===== src/rtl/ps2_mouse_tracker_if.sv =====
// PS/2 pins in, cursor position and button state out, between the mouse
// tracker (master) and the overlay stage (slave).
`timescale 1ns/1ps
interface ps2_mouse_tracker_if;
    localparam int unsigned POS_W = 12;

    logic             ps2_clk;
    logic             ps2_data;
    logic [POS_W-1:0] xpos;
    logic [POS_W-1:0] ypos;
    logic             left;
    logic             right;
    logic             middle;
    logic             packet_valid;
    logic             frame_err;

    modport master (
        input  ps2_clk, ps2_data,
        output xpos, ypos, left, right, middle, packet_valid, frame_err
    );

    modport slave (
        output ps2_clk, ps2_data,
        input  xpos, ypos, left, right, middle, packet_valid, frame_err
    );
endinterface


===== src/rtl/ps2_mouse_tracker.sv =====
// Receive-only PS/2 mouse decoder: deserialises device frames, assembles
// 3-byte stream packets and integrates deltas into a clamped cursor position.
`timescale 1ns/1ps
module ps2_mouse_tracker #(
    parameter int unsigned X_MAX   = 799,
    parameter int unsigned Y_MAX   = 599,
    parameter int unsigned X_INIT  = 400,
    parameter int unsigned Y_INIT  = 300,
    parameter int unsigned TIMEOUT = 40000
) (
    input  logic               clk,
    input  logic               rst,
    ps2_mouse_tracker_if.master bus
);
    localparam int unsigned POS_W    = 12;
    localparam int unsigned CALC_W   = 14;
    localparam int unsigned DELTA_W  = 9;
    localparam int unsigned CNT_W    = 4;
    localparam int unsigned LAST_BIT = 10;
    localparam int unsigned WD_W     = $clog2(TIMEOUT + 1);

    typedef enum logic [1:0] {BYTE0, BYTE1, BYTE2} pkt_state_t;

    logic [1:0]        clk_sync;
    logic              clk_prev;
    logic [1:0]        dat_sync;
    logic              fall_c;

    logic [CNT_W-1:0]  bit_cnt;
    logic [9:0]        shreg;
    logic              byte_rdy;
    logic [7:0]        byte_data;
    logic              frame_err_q;

    pkt_state_t        state;
    logic [2:0]        btn_st;
    logic              x_sign, y_sign, x_ovf, y_ovf;
    logic [7:0]        dx_lo;

    logic [POS_W-1:0]  xpos_q, ypos_q;
    logic              left_q, right_q, middle_q, packet_valid_q;

    logic [WD_W-1:0]   wd_cnt;
    logic              wd_active_c;
    logic              timeout_c;

    logic [DELTA_W-1:0] dx_c, dy_c;
    logic [CALC_W-1:0]  nx_c, ny_c;

    assign fall_c      = ~clk_sync[1] & clk_prev;
    assign wd_active_c = (bit_cnt != '0) || (state != BYTE0);
    assign timeout_c   = (wd_cnt == WD_W'(TIMEOUT));

    // Overflowed axes contribute no motion; PS/2 Y is up-positive, screen Y is down-positive.
    assign dx_c = x_ovf ? '0 : {x_sign, dx_lo};
    assign dy_c = y_ovf ? '0 : {y_sign, byte_data};
    assign nx_c = CALC_W'(xpos_q) + {{(CALC_W-DELTA_W){dx_c[DELTA_W-1]}}, dx_c};
    assign ny_c = CALC_W'(ypos_q) - {{(CALC_W-DELTA_W){dy_c[DELTA_W-1]}}, dy_c};

    function automatic logic [POS_W-1:0] clamp(input logic [CALC_W-1:0] v,
                                               input logic [POS_W-1:0]  vmax);
        if (v[CALC_W-1])
            return '0;
        else if (v > CALC_W'(vmax))
            return vmax;
        else
            return v[POS_W-1:0];
    endfunction

    // Pin synchronisers plus a third clock flop for falling-edge detection.
    always_ff @(posedge clk or negedge rst) begin
        if (!rst) begin
            clk_sync <= 2'b11;
            clk_prev <= 1'b1;
            dat_sync <= 2'b11;
        end else begin
            clk_sync <= {clk_sync[0], bus.ps2_clk};
            clk_prev <= clk_sync[1];
            dat_sync <= {dat_sync[0], bus.ps2_data};
        end
    end

    // Frame shifter: start, 8 data LSB-first, odd parity, stop; checked on the stop bit.
    always_ff @(posedge clk or negedge rst) begin
        if (!rst) begin
            bit_cnt     <= '0;
            shreg       <= '0;
            byte_rdy    <= 1'b0;
            byte_data   <= '0;
            frame_err_q <= 1'b0;
        end else begin
            byte_rdy    <= 1'b0;
            frame_err_q <= 1'b0;
            if (timeout_c) begin
                bit_cnt <= '0;
            end else if (fall_c) begin
                if (bit_cnt == CNT_W'(LAST_BIT)) begin
                    bit_cnt <= '0;
                    if (!shreg[0] && dat_sync[1] && (^shreg[9:1])) begin
                        byte_rdy  <= 1'b1;
                        byte_data <= shreg[8:1];
                    end else begin
                        frame_err_q <= 1'b1;
                    end
                end else begin
                    shreg   <= {dat_sync[1], shreg[9:1]};
                    bit_cnt <= bit_cnt + CNT_W'(1);
                end
            end
        end
    end

    // Packet assembly and position integration; timeout and frame errors resync to BYTE0.
    always_ff @(posedge clk or negedge rst) begin
        if (!rst) begin
            state          <= BYTE0;
            btn_st         <= '0;
            x_sign         <= 1'b0;
            y_sign         <= 1'b0;
            x_ovf          <= 1'b0;
            y_ovf          <= 1'b0;
            dx_lo          <= '0;
            xpos_q         <= POS_W'(X_INIT);
            ypos_q         <= POS_W'(Y_INIT);
            left_q         <= 1'b0;
            right_q        <= 1'b0;
            middle_q       <= 1'b0;
            packet_valid_q <= 1'b0;
        end else begin
            packet_valid_q <= 1'b0;
            if (timeout_c || frame_err_q) begin
                state <= BYTE0;
            end else if (byte_rdy) begin
                case (state)
                    BYTE0: begin
                        if (byte_data[3]) begin
                            btn_st <= byte_data[2:0];
                            x_sign <= byte_data[4];
                            y_sign <= byte_data[5];
                            x_ovf  <= byte_data[6];
                            y_ovf  <= byte_data[7];
                            state  <= BYTE1;
                        end
                    end
                    BYTE1: begin
                        dx_lo <= byte_data;
                        state <= BYTE2;
                    end
                    BYTE2: begin
                        xpos_q         <= clamp(nx_c, POS_W'(X_MAX));
                        ypos_q         <= clamp(ny_c, POS_W'(Y_MAX));
                        left_q         <= btn_st[0];
                        right_q        <= btn_st[1];
                        middle_q       <= btn_st[2];
                        packet_valid_q <= 1'b1;
                        state          <= BYTE0;
                    end
                    default: state <= BYTE0;
                endcase
            end
        end
    end

    // Idle watchdog: aborts partial frames/packets when the device stalls.
    always_ff @(posedge clk or negedge rst) begin
        if (!rst)
            wd_cnt <= '0;
        else if (timeout_c || fall_c || !wd_active_c)
            wd_cnt <= '0;
        else
            wd_cnt <= wd_cnt + WD_W'(1);
    end

    assign bus.xpos         = xpos_q;
    assign bus.ypos         = ypos_q;
    assign bus.left         = left_q;
    assign bus.right        = right_q;
    assign bus.middle       = middle_q;
    assign bus.packet_valid = packet_valid_q;
    assign bus.frame_err    = frame_err_q;
endmodule

===== src/flat_wrapper.sv =====
// flat-port wrapper written by rule: the top's interface ports become plain ports
module ps2_mouse_tracker_flat 
#(
    parameter int unsigned X_MAX   = 799,
    parameter int unsigned Y_MAX   = 599,
    parameter int unsigned X_INIT  = 400,
    parameter int unsigned Y_INIT  = 300,
    parameter int unsigned TIMEOUT = 40000
)
  (clk, rst, bus_ps2_clk, bus_ps2_data, bus_xpos, bus_ypos, bus_left, bus_right, bus_middle, bus_packet_valid, bus_frame_err);
  ps2_mouse_tracker_if bus_i ();
  input  logic clk;
  input  logic rst;
  input wire logic [$bits(bus_i.ps2_clk)-1:0] bus_ps2_clk;
  input wire logic [$bits(bus_i.ps2_data)-1:0] bus_ps2_data;
  output wire logic [$bits(bus_i.xpos)-1:0] bus_xpos;
  output wire logic [$bits(bus_i.ypos)-1:0] bus_ypos;
  output wire logic [$bits(bus_i.left)-1:0] bus_left;
  output wire logic [$bits(bus_i.right)-1:0] bus_right;
  output wire logic [$bits(bus_i.middle)-1:0] bus_middle;
  output wire logic [$bits(bus_i.packet_valid)-1:0] bus_packet_valid;
  output wire logic [$bits(bus_i.frame_err)-1:0] bus_frame_err;
  assign bus_i.ps2_clk = bus_ps2_clk;
  assign bus_i.ps2_data = bus_ps2_data;
  assign bus_xpos = bus_i.xpos;
  assign bus_ypos = bus_i.ypos;
  assign bus_left = bus_i.left;
  assign bus_right = bus_i.right;
  assign bus_middle = bus_i.middle;
  assign bus_packet_valid = bus_i.packet_valid;
  assign bus_frame_err = bus_i.frame_err;
  ps2_mouse_tracker #(.X_MAX(X_MAX), .Y_MAX(Y_MAX), .X_INIT(X_INIT), .Y_INIT(Y_INIT), .TIMEOUT(TIMEOUT)) u_core (.clk(clk), .rst(rst), .bus(bus_i));
endmodule

===== config.mk =====
export PLATFORM = sky130hd
export DESIGN_NAME = ps2_mouse_tracker_flat
export DESIGN_NICKNAME = d
export VERILOG_FILES = /design/src/rtl/ps2_mouse_tracker_if.sv /design/src/rtl/ps2_mouse_tracker.sv /design/src/flat_wrapper.sv
export SDC_FILE = /design/constraint.sdc
export NUM_CORES = 1
export LEC_CHECK = 0
export CORE_MARGIN = 2
export CORE_UTILIZATION = 42
export CTS_BUF_LIST = sky130_fd_sc_hd__clkbuf_8 sky130_fd_sc_hd__clkbuf_16
export CTS_CLUSTER_SIZE = 30
export DETAILED_ROUTE_END_ITERATION = 7
export PLACE_DENSITY = 0.56
export SLEW_MARGIN = 10
export SYNTH_ARGS = -nofsm -noshare
export SYNTH_HDL_FRONTEND = slang
export SYNTH_SLANG_ARGS = --single-unit

===== constraint.sdc =====
create_clock -name clk -period 5.5 [get_ports clk]
set_input_delay 0.825 -clock clk [delete_from_list [all_inputs] [get_ports clk]]
set_output_delay 0.825 -clock clk [all_outputs]
set_load 0.005 [all_outputs]

* Word level (Yosys, flattened, before mapping)
Index checks and enable logic that the tools add are counted.
** Operators by class
- Bitwise operators :: 5
- Eq/ne operators :: 5
- Magnitude comparators :: 2
- $add $sub $neg :: 4
- Reduce and logical (&&, ||, !) cells :: 20
- Multiplexer cells :: 25
** Operators by type and width (number)
- 12-bit 2-to-1 mux :: 4
- 14-bit by 10-bit > comparator with 1-bit output (second input constant) :: 2
- 9-bit 2-to-1 mux :: 2
- 16-bit by 1-bit adder with 16-bit output (second input constant) :: 1
- 16-bit == test (second input constant) :: 1
- 16-bit 2-to-1 mux :: 1
- 13-bit by 9-bit adder with 14-bit output :: 1
- 13-bit by 9-bit subtractor with 14-bit output :: 1
- 4-bit 2-to-1 mux :: 3
- 1-bit 2-to-1 mux :: 11
- 3-bit AND reduction :: 3
- 9-bit XOR reduction :: 1
- 4-bit AND reduction :: 2
- 2-bit 2-to-1 mux :: 3
- 2-bit nonzero test :: 3
- 4-bit by 1-bit adder with 4-bit output (second input constant) :: 1
- 4-bit == test (second input constant) :: 1
- 1-bit logical OR :: 4
- 1-bit inverter :: 4
- 2-bit one-hot mux with 2 select lines :: 1
- 4-bit nonzero test :: 1
- 3-bit by 1-bit inequality test with 1-bit output (second input constant) :: 1
- 2-bit by 1-bit == test with 1-bit output (second input constant) :: 1
- 2-bit == test (second input constant) :: 1
- other kinds (5) :: 7
** Storage, ports and cells
- Logic and storage cells :: 83
- Flip-flop bits (word level) :: 90

* Depth between registers and ports, before layout
Gate-level depths: netlist (run 1).
- Depth in word-level cells :: 7
- Depth in mapped cells :: 12

* Worst setup path before layout (run 1)
No wires, ideal clock.
- Kind :: reg-to-reg
- Start :: reg u_core.x_ovf
- End :: reg u_core.xpos_q[0], in the netlist u_core.bus.xpos[0]
- Period minus slack after synthesis :: 3086 ps
- Cell stages (with the launch flop) :: 12
- Path buffers :: 2
- Data arrival time :: 2960 ps
- Slack :: 2414 ps
- Library setup time :: 126 ps
- Cell sequence :: dfrtp_1 -> nor2b_1 -> clkbuf_1 -> ha_1 -> and3_1 -> and2_1 -> a31oi_1 -> o21ai_1 -> and4_4 -> or3_4 -> buf_6 -> a221o_1
** On the way
- Word-level cells in the longest chain between the ends :: 5
** RTL lines
- from (decl) :: RTL line ps2_mouse_tracker.sv:37 : logic x_sign, y_sign, x_ovf, y_ovf;
- from (signal assigned) :: RTL line ps2_mouse_tracker.sv:140 : x_ovf <= byte_data[6];
- 9-bit 2-to-1 mux (*) :: RTL line ps2_mouse_tracker.sv:55 : assign dx_c = x_ovf ? '0 : {x_sign, dx_lo};
- 13-bit by 9-bit adder with 14-bit output (*) :: RTL line ps2_mouse_tracker.sv:57 : assign nx_c = CALC_W'(xpos_q) + {{(CALC_W-DELTA_W){dx_c[DELTA_W-1]}}, dx_c};
- 14-bit by 10-bit > comparator with 1-bit output :: RTL line ps2_mouse_tracker.sv:64 : else if (v > CALC_W'(vmax))
- 12-bit 2-to-1 mux :: RTL line ps2_mouse_tracker.sv:64
- 12-bit 2-to-1 mux (*) :: RTL line ps2_mouse_tracker.sv:62 : if (v[CALC_W-1])
- to (signal assigned) :: RTL line ps2_mouse_tracker.sv:123 : xpos_q <= POS_W'(X_INIT);
- to (signal assigned) :: RTL line ps2_mouse_tracker.sv:150 : xpos_q <= clamp(nx_c, POS_W'(X_MAX));
- to (decl) :: RTL line ps2_mouse_tracker.sv:40 : logic [POS_W-1:0] xpos_q, ypos_q;
Mark *: on every way between the ends. The rest lies on a longest branch, timed or not.
A chain may end at the register's enable or synchronous reset.

* Final worst setup path (run 1)
- Start :: reg u_core.x_ovf
- End :: reg u_core.xpos_q[1], in the netlist u_core.bus.xpos[1]
The elaborated chain is that of the path after synthesis.

==> tab_implementation.tex, run 1 <==
\begin{tabular}{lr}
\hline
Metric & Value \\
\hline
\multicolumn{2}{l}{\textbf{Die}} \\
\quad Die footprint & 13200 um\^{}2 \\
\quad Initial Util & 43.0\% \\
\quad Die W & 115 um \\
\quad Site row count & 40 \\
\quad Number of top-level pins & 33 \\
\quad Core area & 12000 um\^{}2 \\
\quad Height of the chip & 115 um \\
\multicolumn{2}{l}{\textbf{Worst hold path}} \\
\quad End point of the most critical hold path & u\_core.clk\_sync[1]\$\_DFF\_PN1\_ \\
\quad Type of the worst min-delay path & flop to flop \\
\quad Number of instances on the worst hold path & 0 \\
\quad Hold Path Origin & u\_core.clk\_sync[0]\$\_DFF\_PN1\_ \\
\multicolumn{2}{l}{\textbf{Synthesis}} \\
\quad Synth area leaders & dfrtp\_1 38\%, ha\_1 7.7\%, mux2\_2 7.2\% \\
\quad Post-synthesis sequential area ratio & 43.9\% \\
\quad Top cell type's share of synthesized area & 37.8\% \\
\quad Synthesized net count & 549 \\
\quad Async S/R FF share, synth & 100\% \\
\quad Mean instance size in the synthesized netlist & 10.1 um\^{}2 \\
\quad Leading post-synthesis cells by instance count & 78 x dfrtp\_1, 48 x nand2\_1, 34 x nor2\_1 \\
\quad Library cell with the highest instance count after synthesis & dfrtp\_1 \\
\quad Synth area leader & dfrtp\_1 \\
\quad Netlist Area Pre-Place & 5170 um\^{}2 \\
\quad Cells after synthesis & 511 \\
\quad Predominant post-synthesis flop cell & dfrtp\_1 \\
\quad Post-synthesis sequential element count & 90 \\
\quad Number of enable flip-flop cells after synthesis & 0 \\
\quad Yosys warning total & 0 \\
\quad Number of distinct library cells after synthesis & 58 \\
\multicolumn{2}{l}{\textbf{Placement}} \\
\quad Quantity of I/O buffers inserted on ports & 32 \\
\quad Final weighted congestion in routability-driven placement & 0.897 \\
\quad Worst slack, placed & 1.84 ns \\
\quad Detailed Place HPWL & 8040 um \\
\quad Post-place instance area & 5640 um\^{}2 \\
\multicolumn{2}{l}{\textbf{Setup path}} \\
\quad Critical Path RT & 5.72 ns \\
\quad Crit start category & flop \\
\quad Worst setup path category & flop to flop \\
\quad Sequence of cells on the critical path & nor2b\_1, ha\_1, and3\_1, and2\_1, a31oi\_1, o21ai\_1, and4\_4, or3\_4, o31a\_1, a221o\_1 \\
\quad Slowest stage cell on the critical path & nor2b\_1 \\
\quad Sum of buffers and inverters on the critical path & 0 \\
\quad Arrival time of data at the critical path endpoint & 3.86 ns \\
\quad Slowest cell delay on critical path & 0.59 ns \\
\quad Reg-to-reg startpoint & u\_core.x\_ovf\$\_DFFE\_PN0P\_ \\
\quad Endpoint of the worst-slack reg-to-reg timing path & u\_core.bus.xpos[1]\$\_DFFE\_PN0P\_ \\
\quad Highest fanout seen on the critical path & 11 \\
\quad Register-to-Register Path Depth & 10 \\
\quad Category of cells accounting for the largest share of critical-path delay & simple AND/OR/NAND/NOR gates \\
\quad Worst setup EP type & flop \\
\quad Worst R2R Setup Slack & 1.85 ns \\
\multicolumn{2}{l}{\textbf{Job}} \\
\quad Max Cap Violations & 0 \\
\multicolumn{2}{l}{\textbf{CTS}} \\
\quad Count of clock tree sinks & 90 \\
\quad H-tree levels & 3 \\
\quad Clock latency of the later-clocked register in the worst-skew pair & 0.34 ns \\
\quad CTS root buffer & clkbuf\_16 \\
\quad Clock-pin slew on the worst setup and hold paths & 0.07 ns \\
\quad Clock tree buffer depth & 2 \\
\quad \# Post-CTS Setup Buffers & 0 \\
\quad TritonCTS buffer count & 9 \\
\quad TritonCTS clock tree & yes \\
\quad Count of hold buffers inserted by post-cts repair & 0 \\
\quad Post-cts gate resize count & 0 \\
\multicolumn{2}{l}{\textbf{Detailed routing}} \\
\quad DR vias/cell & 5.47 \\
\quad Per-cell routed wire length & 15.4 um \\
\quad Overall via count from detail\_route & 3831 \\
\quad Drt first-iter violations & 154 \\
\quad Overall routed net length & 10800 um \\
\quad Final antenna-violating net count & 0 \\
\quad Number of remaining DRC errors & 0 \\
\quad Number of iterations in the first detailed-routing pass & 5 \\
\multicolumn{2}{l}{\textbf{STA}} \\
\quad Worst slew margin & 44.1\% \\
\quad Worst setup slack after layout & 1.85 ns \\
\quad \# setup viols final & 0 \\
\quad Count of pins over their slew limit & 0 \\
\quad RSZ-0062 raised after global routing & false \\
\quad Worst-case clock skew & 0.00817 ns \\
\quad Total negative setup slack & 0 ns \\
\quad Hold Violations, Final & 0 \\
\quad Highest achievable clock rate & 274 MHz \\
\quad WHS & 0.355 ns \\
\quad Portion of the clock cycle consumed by the worst path in the final layout & 66.3\% \\
\quad Clock period minus final worst setup slack & 3.65 ns \\
\quad Worst slew pin tran & 0.839 ns \\
\multicolumn{2}{l}{\textbf{GRT}} \\
\quad Global Route Usage Sum & 18.1\% \\
\quad Global route overflow & 0 \\
\quad Via count of the first global-routing pass & 3946 \\
\quad Initial antenna violation count & 0 \\
\quad Maximum number of pins on one net before global-route repair & 70 \\
\quad Global-route wire length before repair & 19000 um \\
\multicolumn{2}{l}{\textbf{Layout}} \\
\quad Layout Nets & 586 \\
\quad P\&R area growth vs syn & 14.7\% \\
\quad Fillers & 1138 \\
\quad Inserted Diodes & 0 \\
\quad Share of layout cells above drive strength 1 & 12.8\% \\
\quad Post-route design area & 5930 um\^{}2 \\
\multicolumn{2}{l}{\textbf{Power and ir drop}} \\
\quad Peak supply drop & 0.196 mV \\
\quad Reported leakage power & 2.73 nW \\
\quad Total Power Consumption & 1.65 mW \\
\quad Pwr dens & 278 nW/um\^{}2 \\
\multicolumn{2}{l}{\textbf{Status}} \\
\quad Result of the run & finished, final reports clean \\
\hline
\end{tabular}
## power breakdown
part | switching [mW] | internal (mW) | total (mW)
clock | 0.262 | 0.323 | 0.585
combinational | 0.155 | 0.135 | 0.290
sequential | 0.0611 | 0.714 | 0.775
## metrics by stage
stage | cells | util, %
2_1_floorplan | 511 | -
3_5_place_dp | 684 | 47.0
4_1_cts | 700 | 49.4
6_report | 700 | 49.4
5_1_grt | 700 | 49.4
3_3_place_gp | 684 | 47.0
## cell type report
cell class | count | area, um^2 | area share [%]
multi-input cells | 393 | 2780 | 46.9
flip-flops and latches | 90 | 2270 | 38.2
repair buffers | 35 | 340 | 5.74
clock buffers | 10 | 239 | 4.03
clock inverters | 6 | 48.8 | 0.823
well taps | 147 | 184 | 3.10
inverters | 19 | 71.3 | 1.20
## state kept, by name, indices dropped and copies added, names as in the netlist, 3 cells and up
| signal | cells |
|---|---|
| u_core.dx_lo | 8 |
| u_core.byte_data | 8 |
| u_core.bus.xpos | 12 |
| u_core.btn_st | 3 |
| u_core.wd_cnt | 16 |
| u_core.shreg | 10 |
| u_core.bit_cnt | 4 |
| u_core.bus.ypos | 12 |
## placed cells by master (no fill, tap or decap), types with 3 or more instances in the layout
cell / n
nand4_1: 6
nor4_1: 3
o31ai_1: 9
a31oi_1: 7
mux2_2: 33
and3_1: 7
o21ai_1: 3
or3_1: 10
xor2_1: 10
xnor2_1: 22
nand3_1: 16
dfrtp_1: 78
nand2_1: 48
buf_4: 4
nand2b_1: 11
nor3_1: 8
a21o_1: 6
a221o_1: 5
o211ai_1: 3
clkbuf_16: 9
a211oi_1: 5
o21a_1: 3
dfstp_2: 12
and2_1: 5
o221ai_1: 3
a21oi_1: 27
clkdlybuf4s50_1: 31
o21ai_0: 24
nor2_1: 34
ha_1: 32
nor2b_1: 19
nor3b_1: 3
inv_1: 18
## logic make-up (layout without fill, tap and decap cells)
kind of cell	after synthesis	count (layout)	share of synthesized area, %
multiplexers	35	35	7.58
AO/OA/AOI/OAI	112	112	14.2
AND/OR/NAND/NOR	180	180	18.0
flip-flops	90	90	43.9
XOR/XNOR	32	32	5.42
buffers and inverters	28	70	2.35
adder cells (fa/ha/maj)	34	34	8.52
## how the worst max path moves through the flow
| stage | slack (ns) | from | depth (start not counted) | endpoint |
|---|---|---|---|---|
| 2_1_floorplan | 2.41 | u_core.x_ovf$_DFFE_PN0P_ | 11 | u_core.bus.xpos[0]$_DFFE_PN0P_ |
| 3_3_place_gp | 1.95 | u_core.x_ovf$_DFFE_PN0P_ | 10 | u_core.bus.xpos[1]$_DFFE_PN0P_ |
| 5_1_grt | 1.57 | u_core.x_ovf$_DFFE_PN0P_ | 10 | u_core.bus.xpos[0]$_DFFE_PN0P_ |
| 4_1_cts | 1.83 | u_core.x_ovf$_DFFE_PN0P_ | 10 | u_core.bus.xpos[0]$_DFFE_PN0P_ |
| 3_5_place_dp | 1.84 | u_core.x_ovf$_DFFE_PN0P_ | 10 | u_core.bus.xpos[0]$_DFFE_PN0P_ |
| 6_report | 1.85 | u_core.x_ovf$_DFFE_PN0P_ | 10 | u_core.bus.xpos[1]$_DFFE_PN0P_ |
## worst reg2reg max path: stages (launching register included)
cell and delay [ns]:
dfrtp_1 0.47, nor2b_1 0.59, ha_1 0.41, and3_1 0.21
and2_1 0.16, a31oi_1 0.33, o21ai_1 0.21, and4_4 0.23
or3_4 0.45, o31a_1 0.19, a221o_1 0.28
## routing by layer
metal	track usage, %	part of all wire, %
met5	0	0
met4	4.66	1.1
met3	4.53	2.7
met2	30.9	49
met1	23.2	47
Note: power is estimated with default switching activity, not from simulation.
==> inputs of run 2 (changes only) <==
- clock period: 5.5 -> 3.55 ns (I/O delays scaled with it)
==> tab_implementation.tex, run 2 (synthesis results as in run 1) <==
\begin{tabular}{lr}
\hline
Metric & Value \\
\hline
\multicolumn{2}{l}{\textbf{Status}} \\
\quad Result of the run & finished, final reports clean \\
\multicolumn{2}{l}{\textbf{Detailed routing}} \\
\quad Overall via count from detail\_route & 3869 \\
\quad Number of remaining DRC errors & 0 \\
\quad Per-cell routed wire length & 16.0 um \\
\quad Overall routed net length & 11200 um \\
\quad Final antenna-violating net count & 0 \\
\quad Number of iterations in the first detailed-routing pass & 4 \\
\quad Drt first-iter violations & 219 \\
\quad DR vias/cell & 5.50 \\
\multicolumn{2}{l}{\textbf{Setup path}} \\
\quad Crit start category & flop \\
\quad Worst setup path category & flop to flop \\
\quad Highest fanout seen on the critical path & 10 \\
\quad Worst setup EP type & flop \\
\quad Arrival time of data at the critical path endpoint & 3.51 ns \\
\quad Critical Path RT & 3.77 ns \\
\multicolumn{2}{l}{\textbf{Layout}} \\
\quad Inserted Diodes & 0 \\
\quad Most flops, register & u\_core.wd\_cnt \\
\quad Layout Nets & 590 \\
\quad Number of flip-flops in the largest register & 16 \\
\quad Share of layout cells above drive strength 1 & 14.0\% \\
\quad Leading cell types in the layout, fill and taps excluded & 78 x dfrtp\_1, 48 x nand2\_1, 34 x nor2\_1, 33 x mux2\_2, 32 x ha\_1 \\
\quad P\&R area growth vs syn & 15.5\% \\
\quad Leading cell type in the layout, fill and taps excluded & dfrtp\_1 \\
\quad Final cell count without fillers & 704 \\
\quad Post-route design area & 5970 um\^{}2 \\
\multicolumn{2}{l}{\textbf{CTS}} \\
\quad Clock tree buffer depth & 2 \\
\quad \# Post-CTS Setup Buffers & 0 \\
\quad TritonCTS buffer count & 9 \\
\quad Post-cts gate resize count & 0 \\
\quad H-tree levels & 3 \\
\quad Count of clock tree sinks & 90 \\
\quad CTS root buffer & clkbuf\_16 \\
\quad Clock-pin slew on the worst setup and hold paths & 0.07 ns \\
\quad Clock latency of the later-clocked register in the worst-skew pair & 0.34 ns \\
\quad TritonCTS clock tree & yes \\
\quad Count of hold buffers inserted by post-cts repair & 0 \\
\multicolumn{2}{l}{\textbf{Die}} \\
\quad Die W & 115 um \\
\quad Number of top-level pins & 33 \\
\quad Core area & 12000 um\^{}2 \\
\quad Site row count & 40 \\
\quad Height of the chip & 115 um \\
\quad Die footprint & 13200 um\^{}2 \\
\quad Initial Util & 43.0\% \\
\multicolumn{2}{l}{\textbf{Placement}} \\
\quad Placed Instances & 688 \\
\quad Final weighted congestion in routability-driven placement & 0.868 \\
\quad Quantity of I/O buffers inserted on ports & 32 \\
\quad Worst slack, placed & 0.183 ns \\
\quad Post-place instance area & 5670 um\^{}2 \\
\quad Detailed Place HPWL & 8330 um \\
\multicolumn{2}{l}{\textbf{Power and ir drop}} \\
\quad Peak supply drop & 0.393 mV \\
\quad Total Power Consumption & 2.55 mW \\
\quad Pwr dens & 427 nW/um\^{}2 \\
\quad Reported leakage power & 2.75 nW \\
\multicolumn{2}{l}{\textbf{STA}} \\
\quad \# setup viols final & 0 \\
\quad Worst slew pin tran & 0.526 ns \\
\quad Worst-case clock skew & 0.00987 ns \\
\quad Clock period minus final worst setup slack & 3.29 ns \\
\quad Hold Violations, Final & 0 \\
\quad Worst setup slack after layout & 0.262 ns \\
\quad Total negative setup slack & 0 ns \\
\quad RSZ-0062 raised after global routing & false \\
\quad Highest achievable clock rate & 304 MHz \\
\quad Count of pins over their slew limit & 0 \\
\quad Portion of the clock cycle consumed by the worst path in the final layout & 92.6\% \\
\quad Worst slew margin & 64.9\% \\
\multicolumn{2}{l}{\textbf{GRT}} \\
\quad Global Route Usage Sum & 18.3\% \\
\quad Maximum number of pins on one net before global-route repair & 39 \\
\quad Global route overflow & 0 \\
\quad Global-route wire length before repair & 19200 um \\
\quad Initial antenna violation count & 0 \\
\quad Via count of the first global-routing pass & 3840 \\
\multicolumn{2}{l}{\textbf{Worst hold path}} \\
\quad Type of the worst min-delay path & primary input to asynchronous set/reset pin \\
\multicolumn{2}{l}{\textbf{Job}} \\
\quad Max Cap Violations & 0 \\
\hline
\end{tabular}
run 2: critical path, cell delays in order (launching register included):
cell,delay (ns)
dfrtp_1,0.51
nor2b_1,0.10
ha_1,0.23
fa_1,0.42
a21o_1,0.19
nand4_1,0.11
nand2_1,0.11
a32o_1,0.31
or3_1,0.35
o2111a_1,0.18
o31a_1,0.38
a221o_1,0.28
run 2: worst paths after layout:
| path | to | slack [ns] | start | cells after the start |
|---|---|---|---|---|
| max in group asynchronous | u_core.clk_prev$_DFF_PN1_ | 2.56 | rst | 2 |
| min in group clk | u_core.clk_sync[1]$_DFF_PN1_ | 0.36 | u_core.clk_sync[0]$_DFF_PN1_ | 0 |
| hold / removal | u_core.bus.ypos[11]$_DFFE_PN0P_ | 0.17 | rst | 1 |
| setup / recovery | u_core.bus.xpos[1]$_DFFE_PN0P_ | 0.26 | u_core.x_ovf$_DFFE_PN0P_ | 11 |
| setup reg to reg | u_core.bus.xpos[1]$_DFFE_PN0P_ | 0.26 | u_core.x_ovf$_DFFE_PN0P_ | 11 |
| hold reg to reg | u_core.clk_sync[1]$_DFF_PN1_ | 0.36 | u_core.clk_sync[0]$_DFF_PN1_ | 0 |
run 2: stage by stage:
step	hold WS [ns]	util (%)
2_1_floorplan	0.237	-
3_3_place_gp	0.346	47.2
3_5_place_dp	0.350	47.2
4_1_cts	0.175	49.6
5_1_grt	0.192	49.7
6_report	0.169	49.7
run 2: final cells by class:
type / count / area, um^2
fillers: 1133 / 6040
repair buffers: 39 / 370
well taps: 147 / 184
inverters: 19 / 71.3
clock buffers: 10 / 239
clock inverters: 6 / 41.3
multi-input cells: 393 / 2800
flip-flops and latches: 90 / 2270
run 2: report_power, final:
| part | switching (mW) | internal, mW | leakage, nW | total [mW] |
|---|---|---|---|---|
| logic | 0.241 | 0.213 | 1.42 | 0.454 |
| clock network | 0.392 | 0.494 | 0.142 | 0.886 |
| registers | 0.102 | 1.11 | 1.19 | 1.21 |
run 2: routing by layer:
| metal | global-route usage, % | wire, um | vias to the layer above |
|---|---|---|---|
| met5 | 0 | 0 | - |
| met4 | 5.94 | 130 | 0 |
| met3 | 3.53 | 387 | 10 |
| met2 | 30.2 | 5380 | 70 |
| met1 | 24.4 | 5340 | 1866 |
| li1 | - | - | 1923 |
==> inputs of run 3 (changes only) <==
- CORE_MARGIN: 2 -> not set
- CORE_UTILIZATION: 42 -> 59
- PLACE_DENSITY: 0.56 -> 0.75
==> tab_implementation.tex, run 3 (synthesis results as in run 1) <==
\begin{tabular}{lr}
\hline
Metric & Value \\
\hline
\multicolumn{2}{l}{\textbf{Status}} \\
\quad Result of the run & finished, final reports clean \\
\multicolumn{2}{l}{\textbf{GRT}} \\
\quad Via count of the first global-routing pass & 3661 \\
\quad Global-route wire length before repair & 17300 um \\
\quad Maximum number of pins on one net before global-route repair & 56 \\
\quad Global route overflow & 0 \\
\quad Global Route Usage Sum & 24.9\% \\
\quad Initial antenna violation count & 0 \\
\multicolumn{2}{l}{\textbf{Setup path}} \\
\quad Arrival time of data at the critical path endpoint & 3.56 ns \\
\quad Register-to-Register Path Depth & 11 \\
\quad Worst setup path category & flop to flop \\
\quad Highest fanout seen on the critical path & 6 \\
\quad Critical Path RT & 3.77 ns \\
\quad Crit start category & flop \\
\quad Worst setup EP type & flop \\
\quad Reg-to-reg startpoint & u\_core.byte\_data[0]\$\_DFFE\_PN0P\_ \\
\quad Worst R2R Setup Slack & 0.21 ns \\
\quad Endpoint of the worst-slack reg-to-reg timing path & u\_core.bus.ypos[0]\$\_DFFE\_PN0P\_ \\
\multicolumn{2}{l}{\textbf{STA}} \\
\quad Worst slew pin tran & 1.15 ns \\
\quad Count of pins over their slew limit & 0 \\
\quad RSZ-0062 raised after global routing & false \\
\quad Highest achievable clock rate & 299 MHz \\
\quad Clock period minus final worst setup slack & 3.34 ns \\
\quad Hold Violations, Final & 0 \\
\quad Worst-case clock skew & 0.0131 ns \\
\quad Worst setup slack after layout & 0.207 ns \\
\quad \# setup viols final & 0 \\
\quad Worst slew margin & 22.5\% \\
\quad Portion of the clock cycle consumed by the worst path in the final layout & 94.2\% \\
\quad Total negative setup slack & 0 ns \\
\multicolumn{2}{l}{\textbf{CTS}} \\
\quad CTS root buffer & clkbuf\_8 \\
\quad Clock tree buffer depth & 2 \\
\quad Count of clock tree sinks & 90 \\
\quad Clock-pin slew on the worst setup and hold paths & 0.10 ns \\
\quad TritonCTS buffer count & 9 \\
\quad TritonCTS clock tree & yes \\
\quad Clock latency of the later-clocked register in the worst-skew pair & 0.35 ns \\
\quad H-tree levels & 3 \\
\multicolumn{2}{l}{\textbf{Power and ir drop}} \\
\quad Pint & 1.67 mW \\
\quad Switching power as a share of total power & 30.2\% \\
\quad Total Power Consumption & 2.39 mW \\
\quad Sequential fraction of design power & 50.1\% \\
\quad Portion of total power attributed to combinational logic & 20.3\% \\
\quad Reported leakage power & 2.72 nW \\
\quad Pwr dens & 409 nW/um\^{}2 \\
\quad Clock share of power & 29.6\% \\
\quad Peak supply drop & 0.371 mV \\
\quad Net Sw Power & 0.723 mW \\
\multicolumn{2}{l}{\textbf{Detailed routing}} \\
\quad Number of remaining DRC errors & 0 \\
\quad Drt first-iter violations & 211 \\
\quad Final antenna-violating net count & 0 \\
\quad Number of iterations in the first detailed-routing pass & 4 \\
\quad DR vias/cell & 5.98 \\
\quad Overall via count from detail\_route & 3972 \\
\quad Overall routed net length & 10700 um \\
\quad Per-cell routed wire length & 16.1 um \\
\multicolumn{2}{l}{\textbf{Placement}} \\
\quad Worst slack, placed & 0.140 ns \\
\quad Quantity of I/O buffers inserted on ports & 32 \\
\quad Detailed Place HPWL & 7970 um \\
\quad Placed Instances & 646 \\
\quad Final weighted congestion in routability-driven placement & 0.928 \\
\multicolumn{2}{l}{\textbf{Die}} \\
\quad Die footprint & 9140 um\^{}2 \\
\quad Height of the chip & 95.6 um \\
\quad Initial Util & 62.0\% \\
\quad Core area & 8340 um\^{}2 \\
\quad Site row count & 33 \\
\quad Number of top-level pins & 33 \\
\quad Die W & 95.6 um \\
\multicolumn{2}{l}{\textbf{Layout}} \\
\quad Number of flip-flops in the largest register & 16 \\
\quad Leading cell type in the layout, fill and taps excluded & dfrtp\_1 \\
\quad Share of layout cells above drive strength 1 & 14.3\% \\
\quad Final cell count without fillers & 664 \\
\quad Inserted Diodes & 0 \\
\quad P\&R area growth vs syn & 13.2\% \\
\quad Layout Nets & 592 \\
\quad Leading cell types in the layout, fill and taps excluded & 77 x dfrtp\_1, 48 x nand2\_1, 34 x nor2\_1, 33 x mux2\_2, 32 x ha\_1 \\
\quad Most flops, register & u\_core.wd\_cnt \\
\multicolumn{2}{l}{\textbf{Worst hold path}} \\
\quad Type of the worst min-delay path & primary input to asynchronous set/reset pin \\
\multicolumn{2}{l}{\textbf{Job}} \\
\quad Max Cap Violations & 0 \\
\hline
\end{tabular}
## run 3: cell count changes in the layout (fill, tap and decap cells not counted), sizes merged
| cell | change |
|---|---|
| inv | +1 |
| clkinvlp | +1 |
| clkinv | -2 |
| bufinv | +1 |
| clkbuf | -1 |
| buf | +2 |
## run 3: worst max path at each step
| stage | endpoint | cells past startpoint | slack [ns] | from |
|---|---|---|---|---|
| 2_1_floorplan | u_core.bus.xpos[0]$_DFFE_PN0P_ | 11 | 0.46 | u_core.x_ovf$_DFFE_PN0P_ |
| 3_3_place_gp | u_core.bus.ypos[0]$_DFFE_PN0P_ | 11 | 0.27 | u_core.y_ovf$_DFFE_PN0P_ |
| 3_5_place_dp | u_core.bus.ypos[0]$_DFFE_PN0P_ | 11 | 0.14 | u_core.y_ovf$_DFFE_PN0P_ |
| 4_1_cts | u_core.bus.ypos[0]$_DFFE_PN0P_ | 11 | 0.15 | u_core.y_ovf$_DFFE_PN0P_ |
| 5_1_grt | u_core.bus.ypos[1]$_DFFE_PN0P_ | 11 | 0.02 | u_core.byte_data[0]$_DFFE_PN0P_ |
| 6_report | u_core.bus.ypos[0]$_DFFE_PN0P_ | 11 | 0.21 | u_core.byte_data[0]$_DFFE_PN0P_ |
## run 3: critical path: stages (launching register included)
cell and delay (ns):
dfrtp_1 0.41, nor2b_1 0.14, ha_1 0.22, fa_1 0.40
nand2b_1 0.20, a211oi_1 0.33, o21ai_0 0.23, and3_1 0.21
nor4b_1 0.39, nand2_1 0.28, o21bai_2 0.26, o221ai_1 0.14
## run 3: layout make-up
type                       instances  area [um^2]
multi-input combinational        393         2790
clock buffer                       9          124
clock inverter                     7         77.6
fill                             632         2490
tap                              105          131
sequential                        90         2270
inverter                          19         71.3
timing repair buffer              41          385
## run 3: power by group through the flow
stage	logic, mW	clock network [mW]	registers [mW]
2_1_floorplan	0.357	0	1.19
3_3_place_gp	0.438	0	1.22
3_5_place_dp	0.451	0	1.22
4_1_cts	0.456	0.732	1.20
5_1_grt	0.542	0.769	1.21
6_report	0.486	0.708	1.20
## run 3: repair_timing
item | 4_1_cts | 5_1_grt
setup buffers | 0 | 2
setup endpoints to repair | 0 | 6
hold buffers | 0 | 0
gates resized for setup | 0 | 4
## run 3: metrics by stage
stage          hold slack [ns]  area, um^2  utilization [%]
4_1_cts                  0.230        5820             69.8
3_5_place_dp             0.347        5620             67.4
5_1_grt                  0.252        5850             70.1
6_report                 0.199        5850             70.1
3_3_place_gp             0.345        5620             67.4
2_1_floorplan            0.237        5170                -
## run 3: per-layer routing
layer	routed length [um]	track usage, %	up-vias	share of wire (%)
li1	-	-	1939	-
met1	5130	34.6	1926	48
met2	4970	39.5	82	46
met3	301	3.19	25	2.8
met4	282	10.7	0	2.6
met5	0	0	-	0
